**config.mk**
```make
export PLATFORM = sky130hd
export DESIGN_NAME = udp_axis_echo_responder
export DESIGN_NICKNAME = d
export VERILOG_FILES = /design/src/rtl/udp_axis_echo_responder_pkg.sv /design/src/rtl/udp_axis_echo_responder_skid_buffer.sv /design/src/rtl/udp_axis_echo_responder.sv
export SDC_FILE = /design/constraint.sdc
export NUM_CORES = 2
export LEC_CHECK = 0
export ABC_AREA = 1
export CAP_MARGIN = 20
export CORE_AREA = 4 4 489 491
export CTS_CLUSTER_DIAMETER = 80
export DETAILED_ROUTE_END_ITERATION = 8
export DIE_AREA = 0 0 493 495
export DONT_BUFFER_PORTS = 1
export SLEW_MARGIN = 20
export SYNTH_ARGS = -nofsm -noshare
export SYNTH_HDL_FRONTEND = slang
export SYNTH_SLANG_ARGS = --single-unit
```
**constraint.sdc**
```tcl
create_clock -name udp_clk -period 61.8 [get_ports udp_clk]
set_input_delay 6.18 -clock udp_clk [delete_from_list [all_inputs] [get_ports udp_clk]]
set_output_delay 6.18 -clock udp_clk [all_outputs]
set_load 0.005 [all_outputs]
```
**src/rtl/udp_axis_echo_responder_pkg.sv**
```systemverilog
// Shared types and constants for the UDP/CMAC echo responder.
// Holds the default-width AXIS beat, Ethernet header offsets and the echo FSM states.
package udp_axis_echo_responder_pkg;

  localparam int AXIS_DATA_WIDTH = 512;
  localparam int AXIS_KEEP_WIDTH = AXIS_DATA_WIDTH / 8;
  localparam int AXIS_USER_WIDTH = 1;

  localparam int MAC_ADDR_BYTES = 6;
  localparam int ETH_DST_OFFSET = 0;
  localparam int ETH_SRC_OFFSET = 6;

  // Widest tkeep the contiguity check accepts (DATA_WIDTH up to 2048).
  localparam int MAX_KEEP_WIDTH = 256;

  typedef struct packed {
    logic [AXIS_DATA_WIDTH-1:0] data;
    logic [AXIS_KEEP_WIDTH-1:0] keep;
    logic                       last;
    logic [AXIS_USER_WIDTH-1:0] user;
  } axis_beat_t;

  typedef enum logic [1:0] {
    ST_IDLE    = 2'd0,
    ST_FWD     = 2'd1,
    ST_DISCARD = 2'd2
  } echo_state_t;

  // True when keep is 2^n-1 with n >= 1; zero-extension preserves the property.
  function automatic logic keep_is_contiguous(input logic [MAX_KEEP_WIDTH-1:0] keep);
    return (keep != '0) && (((keep + MAX_KEEP_WIDTH'(1)) & keep) == '0);
  endfunction

endpackage

```
**src/rtl/udp_axis_echo_responder_skid_buffer.sv**
```systemverilog
// Two-entry AXIS register slice: one output register plus one skid register.
// Full throughput with a registered ready; reusable for cross-die pipelining.
module axis_skid_buffer #(
  parameter int WIDTH = 578
) (
  input  logic             clk,
  input  logic             rst,
  input  logic             in_valid,
  output logic             in_ready,
  input  logic [WIDTH-1:0] in_data,
  output logic             out_valid,
  input  logic             out_ready,
  output logic [WIDTH-1:0] out_data
);

  logic             skid_valid;
  logic [WIDTH-1:0] skid_data;
  logic             load_out;

  assign in_ready = !skid_valid;
  assign load_out = out_ready || !out_valid;

  always_ff @(posedge clk or posedge rst) begin
    if (rst) begin
      out_valid  <= 1'b0;
      out_data   <= '0;
      skid_valid <= 1'b0;
    end else if (load_out) begin
      if (skid_valid) begin
        out_valid  <= 1'b1;
        out_data   <= skid_data;
        skid_valid <= 1'b0;
      end else begin
        out_valid <= in_valid;
        if (in_valid) out_data <= in_data;
      end
    end else if (in_valid && in_ready) begin
      skid_valid <= 1'b1;
    end
  end

  // NOTE: skid_data is qualified by skid_valid, so it needs no reset; only
  // the visible output register is cleared.
  always_ff @(posedge clk) begin
    if (!load_out && in_valid && in_ready) skid_data <= in_data;
  end

endmodule

```
**src/rtl/udp_axis_echo_responder.sv**
```systemverilog
// Far-end echo responder: reflects RX frames to TX with a first-beat MAC swap,
// frame-granular enable/discard, tkeep sanity checking and frame statistics.
module udp_axis_echo_responder
  import udp_axis_echo_responder_pkg::*;
#(
  parameter int DATA_WIDTH = 512,
  parameter int KEEP_WIDTH = DATA_WIDTH / 8,
  parameter int USER_WIDTH = 1,
  parameter int CNT_WIDTH  = 32
) (
  input  logic                  udp_clk,
  input  logic                  udp_reset,
  input  logic                  echo_enable,
  input  logic                  clear_cnt,
  input  logic                  s_axis_tvalid,
  output logic                  s_axis_tready,
  input  logic [DATA_WIDTH-1:0] s_axis_tdata,
  input  logic [KEEP_WIDTH-1:0] s_axis_tkeep,
  input  logic                  s_axis_tlast,
  input  logic [USER_WIDTH-1:0] s_axis_tuser,
  output logic                  m_axis_tvalid,
  input  logic                  m_axis_tready,
  output logic [DATA_WIDTH-1:0] m_axis_tdata,
  output logic [KEEP_WIDTH-1:0] m_axis_tkeep,
  output logic                  m_axis_tlast,
  output logic [USER_WIDTH-1:0] m_axis_tuser,
  output logic [CNT_WIDTH-1:0]  echo_frame_cnt,
  output logic [CNT_WIDTH-1:0]  drop_frame_cnt,
  output logic [CNT_WIDTH-1:0]  err_frame_cnt,
  output logic                  busy
);

  localparam int BEAT_W = DATA_WIDTH + KEEP_WIDTH + 1 + USER_WIDTH;

  echo_state_t           state;
  logic                  frame_err;
  logic                  skid_ready;
  logic                  accept;
  logic                  echo_beat;
  logic                  beat_err;
  logic [DATA_WIDTH-1:0] swapped;
  logic [DATA_WIDTH-1:0] fwd_data;
  logic [BEAT_W-1:0]     buf_out;

  // DISCARD never stores anything, so it can always sink beats.
  assign s_axis_tready = (state == ST_DISCARD) || skid_ready;
  assign accept        = s_axis_tvalid && s_axis_tready;
  assign echo_beat     = (state == ST_FWD) || ((state == ST_IDLE) && echo_enable);
  assign beat_err      = s_axis_tlast ? !keep_is_contiguous(MAX_KEEP_WIDTH'(s_axis_tkeep))
                                      : (s_axis_tkeep != '1);

  // NOTE: default the whole vector before the byte overrides so every bit is
  // assigned on every pass and no latch is inferred.
  always_comb begin
    swapped = s_axis_tdata;
    for (int i = 0; i < MAC_ADDR_BYTES; i++) begin
      swapped[8*(ETH_DST_OFFSET+i) +: 8] = s_axis_tdata[8*(ETH_SRC_OFFSET+i) +: 8];
      swapped[8*(ETH_SRC_OFFSET+i) +: 8] = s_axis_tdata[8*(ETH_DST_OFFSET+i) +: 8];
    end
  end

  assign fwd_data = (state == ST_IDLE) ? swapped : s_axis_tdata;

  axis_skid_buffer #(.WIDTH(BEAT_W)) u_skid (
    .clk       (udp_clk),
    .rst       (udp_reset),
    .in_valid  (accept && echo_beat),
    .in_ready  (skid_ready),
    .in_data   ({fwd_data, s_axis_tkeep, s_axis_tlast, s_axis_tuser}),
    .out_valid (m_axis_tvalid),
    .out_ready (m_axis_tready),
    .out_data  (buf_out)
  );

  assign {m_axis_tdata, m_axis_tkeep, m_axis_tlast, m_axis_tuser} = buf_out;
  assign busy = (state != ST_IDLE) || m_axis_tvalid || !skid_ready;

  // NOTE: all sequential state uses non-blocking assignments so every
  // register samples pre-edge values regardless of statement order.
  always_ff @(posedge udp_clk or posedge udp_reset) begin
    if (udp_reset) begin
      state          <= ST_IDLE;
      frame_err      <= 1'b0;
      echo_frame_cnt <= '0;
      drop_frame_cnt <= '0;
      err_frame_cnt  <= '0;
    end else begin
      if (accept) begin
        frame_err <= s_axis_tlast ? 1'b0 : (frame_err || beat_err);
        case (state)
          ST_IDLE:    if (!s_axis_tlast) state <= echo_enable ? ST_FWD : ST_DISCARD;
          ST_FWD,
          ST_DISCARD: if (s_axis_tlast) state <= ST_IDLE;
          default:    state <= ST_IDLE;
        endcase
      end
      // Clear wins over a coincident frame-end increment.
      if (clear_cnt) begin
        echo_frame_cnt <= '0;
        drop_frame_cnt <= '0;
        err_frame_cnt  <= '0;
      end else if (accept && s_axis_tlast) begin
        if (echo_beat) echo_frame_cnt <= echo_frame_cnt + CNT_WIDTH'(1);
        else           drop_frame_cnt <= drop_frame_cnt + CNT_WIDTH'(1);
        if (frame_err || beat_err) err_frame_cnt <= err_frame_cnt + CNT_WIDTH'(1);
      end
    end
  end

endmodule

```
==> impl_metrics.ini <==
[sta]
fin_crit_sh = 0.168
fmax_mhz = 96.4
rsz0062_at_grt = false
setup-tns-final_ps = 0
hold_slack_ps = 495
hold_viol_final = 0
maxSlewViolCount = 0
slew-limit-headroom = 0.260
setup_viol = 0
finalWorstSetupSlack_ps = 51430
min_period_ps = 10370
tightest_slew_ps = 1110
skew_ps = 39.6

[worst_setup_path]
crit_arrival_ps = 11070
startpoint_type = primary input
cp-end-kind = flip-flop
required_ps = 62500
crit_fanout = 137
rr_worst_depth = 15
r2r_setup_slack_ps = 55870
critPathKind = primary input to flip-flop

[routing]
dr.pass1.iters = 6
wl_met3_um = 28300
vias_per_cell = 4.64
routedWlPerCell_um = 24.9
wl_met1_um = 73500
ant_nets = 0
drt_iter0_drc = 3677
routed_wl_um = 211000
drcViolationCount = 0
vias = 39200
dr.max_layer_used = met5
wl_met2_um = 98500

[yosys]
synth_xor_area_frac = 0.00575
synth_cell_type_count = 36
synth-compound-area-share = 0.0915
synth_edf_count = 578
synthesis.nets = 5842
synth_cells = 5252
synthFlopType = dfrtp_1
synth_top_family_by_area = simple AND/OR/NAND/NOR gates
syn-cell-area_um2 = 51800
ys_seq_area_frac = 0.664
synthMuxAreaShare = 0
synth.avg_cell_area_um2 = 9.85
synthArstFlopShare = 0.540
ys_ff_latch = 1257
ys_warn_count = 0
synth_fa_ha_area_frac = 0.00145
yosys.area_share.simple = 0.203

[final_layout]
nets = 5743
drive_above_1_share = 0.0551
register_area_um2 = 34400
design_area_um2 = 60100
synthToLayoutAreaGrowth_pct = 16.1
multi_input_area_um2 = 15700
fillCellCount = 24900
post-route-util = 0.256
final_cells = 8455

[clocking]
clk_latency_ps = 790
cts_buffer_depth = 3
root_buffer = clkbuf_16
cts_max_level = 4
post-cts-setup-buffer-count = 0
clock_sinks = 1257
cts_tree = built
cts_buffers = 147
path_clk_slew_ps = 60
cts_resized = 0
cts_hold_buffers = 0

[floorplanning]
core_um2 = 235000
start_util = 0.220
die_area_um2 = 244000
io_pins = 1261
fp.dieH_um = 495
rows = 178
die_x_um = 493

[grt]
grt_max_degree = 242
antenna_found_initial = 24
track_usage = 0.165
grt.overflow.total = 0
grt_pass1_vias = 37100
grt_pass1_wl_um = 292000

[placed_design]
dpl_worst_slack_ps = 50680
dp_hpwl_um = 161000
io_buffers = 0
place_inst = 8154
gp_congestion = 0.951
place_area_um2 = 55000

[power]
power.leakage_nw = 22.5
vdd_drop_max_mv = 0.0283
p_int_mw = 1.85
power.density_nw_per_um2 = 49.1
p_switching_mw = 1.11
p_total_mw = 2.95
p_comb_frac = 0.201
switching_share = 0.375
p_seq_frac = 0.495
clock_power_share = 0.304

[run_status]
status = completed

[min_path]
min_path_type = flip-flop to flip-flop
hold_depth = 2

[run]
cap_violations = 0
==> cell usage after synthesis (6+ instances only) <==
| master | count | area [µm²] |
|---|---|---|
| a21oi_1 | 46 | 230 |
| a31oi_1 | 583 | 3650 |
| and3_1 | 6 | 37.5 |
| buf_1 | 9 | 33.8 |
| buf_2 | 33 | 165 |
| clkbuf_1 | 252 | 946 |
| dfrtp_1 | 679 | 17000 |
| edfxtp_1 | 578 | 17400 |
| ha_1 | 6 | 75.1 |
| inv_1 | 155 | 582 |
| nand2_1 | 1664 | 6250 |
| nand3_1 | 80 | 400 |
| nand4_1 | 27 | 169 |
| nor2_1 | 850 | 3190 |
| nor2_2 | 6 | 37.5 |
| nor3_1 | 40 | 200 |
| nor4_1 | 24 | 150 |
| o21ai_0 | 139 | 696 |
| o21ai_1 | 7 | 35.0 |
| o31ai_1 | 6 | 45.0 |
| xnor2_1 | 11 | 96.3 |
| xor2_1 | 23 | 201 |
==> cells by family (layout without fill, tap and decap cells) <==
group                    after synthesis  after routing
other                                  0             27
adder cells (fa/ha/maj)                6              6
AO/OA/AOI/OAI                        791            791
flip-flops                          1257           1257
XOR/XNOR                              34             34
buffers and inverters                455            481
AND/OR/NAND/NOR                     2709           2709
==> sequential cells by signal (all words and copies together), names as in the netlist <==
| signal | flops |
|---|---|
| u_skid.out_data | 578 |
| state | 2 |
| frame_err | 1 |
| err_frame_cnt | 32 |
| u_skid.skid_data | 578 |
| echo_frame_cnt | 32 |
| drop_frame_cnt | 32 |
| u_skid.skid_valid | 1 |
| u_skid.out_valid | 1 |
==> cell usage in the layout (no fill, tap or decap), drive strengths merged, types with 49 or more instances in the layout <==
cell type / count
nand2: 1668
nor2: 858
dfrtp: 679
a31oi: 583
edfxtp: 578
clkbuf: 197
inv: 172
o21ai: 146
nand3: 80
buf: 49
==> worst max-delay path, stage by stage <==
cell	delay, ps
nand2_1	180
inv_1	180
a21oi_1	140
nor2_4	390
buf_4	790
buf_12	470
buf_4	750
buf_4	700
buf_4	760
nor2_1	90
a31oi_1	190
==> power by group through the flow <==
stage	sequential (mW)	clock (mW)	combinational [mW]
after floorplan	1.32	0	0.477
after global placement	1.50	0	0.574
after detailed placement	1.50	0	0.600
after CTS	1.48	0.924	0.598
after global routing	1.49	0.957	0.680
final	1.46	0.898	0.594
==> area by class of cell <==
class                           count  share of cell area
Timing Repair Buffer               49             0.00696
Antenna cell                       27             0.00112
Tap cell                         3150              0.0656
Clock buffer                      197              0.0669
Multi-Input combinational cell   3540               0.261
Sequential cell                  1257               0.572
Inverter                          158              0.0101
Clock inverter                     77              0.0166
==> layer usage <==
metal,GRT usage,up-vias
met5,0,-
met4,0.0776,14
met3,0.0828,343
met2,0.268,2008
met1,0.179,19200
li1,-,17600
==> worst paths after layout <==
| check | from | to |
|---|---|---|
| worst max-delay path | s_axis_tvalid | u_skid.out_data[252]$_DFFE_PP0P_ |
| worst min-delay path | u_skid.skid_data[159]$_DFFE_PP_ | u_skid.out_data[159]$_DFFE_PP0P_ |
| worst max register to register | state[0]$_DFFE_PP0P_ | u_skid.out_data[252]$_DFFE_PP0P_ |
| worst min register to register | u_skid.skid_data[159]$_DFFE_PP_ | u_skid.out_data[159]$_DFFE_PP0P_ |
| max in group asynchronous | udp_reset | u_skid.out_data[41]$_DFFE_PP0P_ |
| min in group asynchronous | udp_reset | u_skid.out_data[278]$_DFFE_PP0P_ |
(Power assumes the default switching activity.)
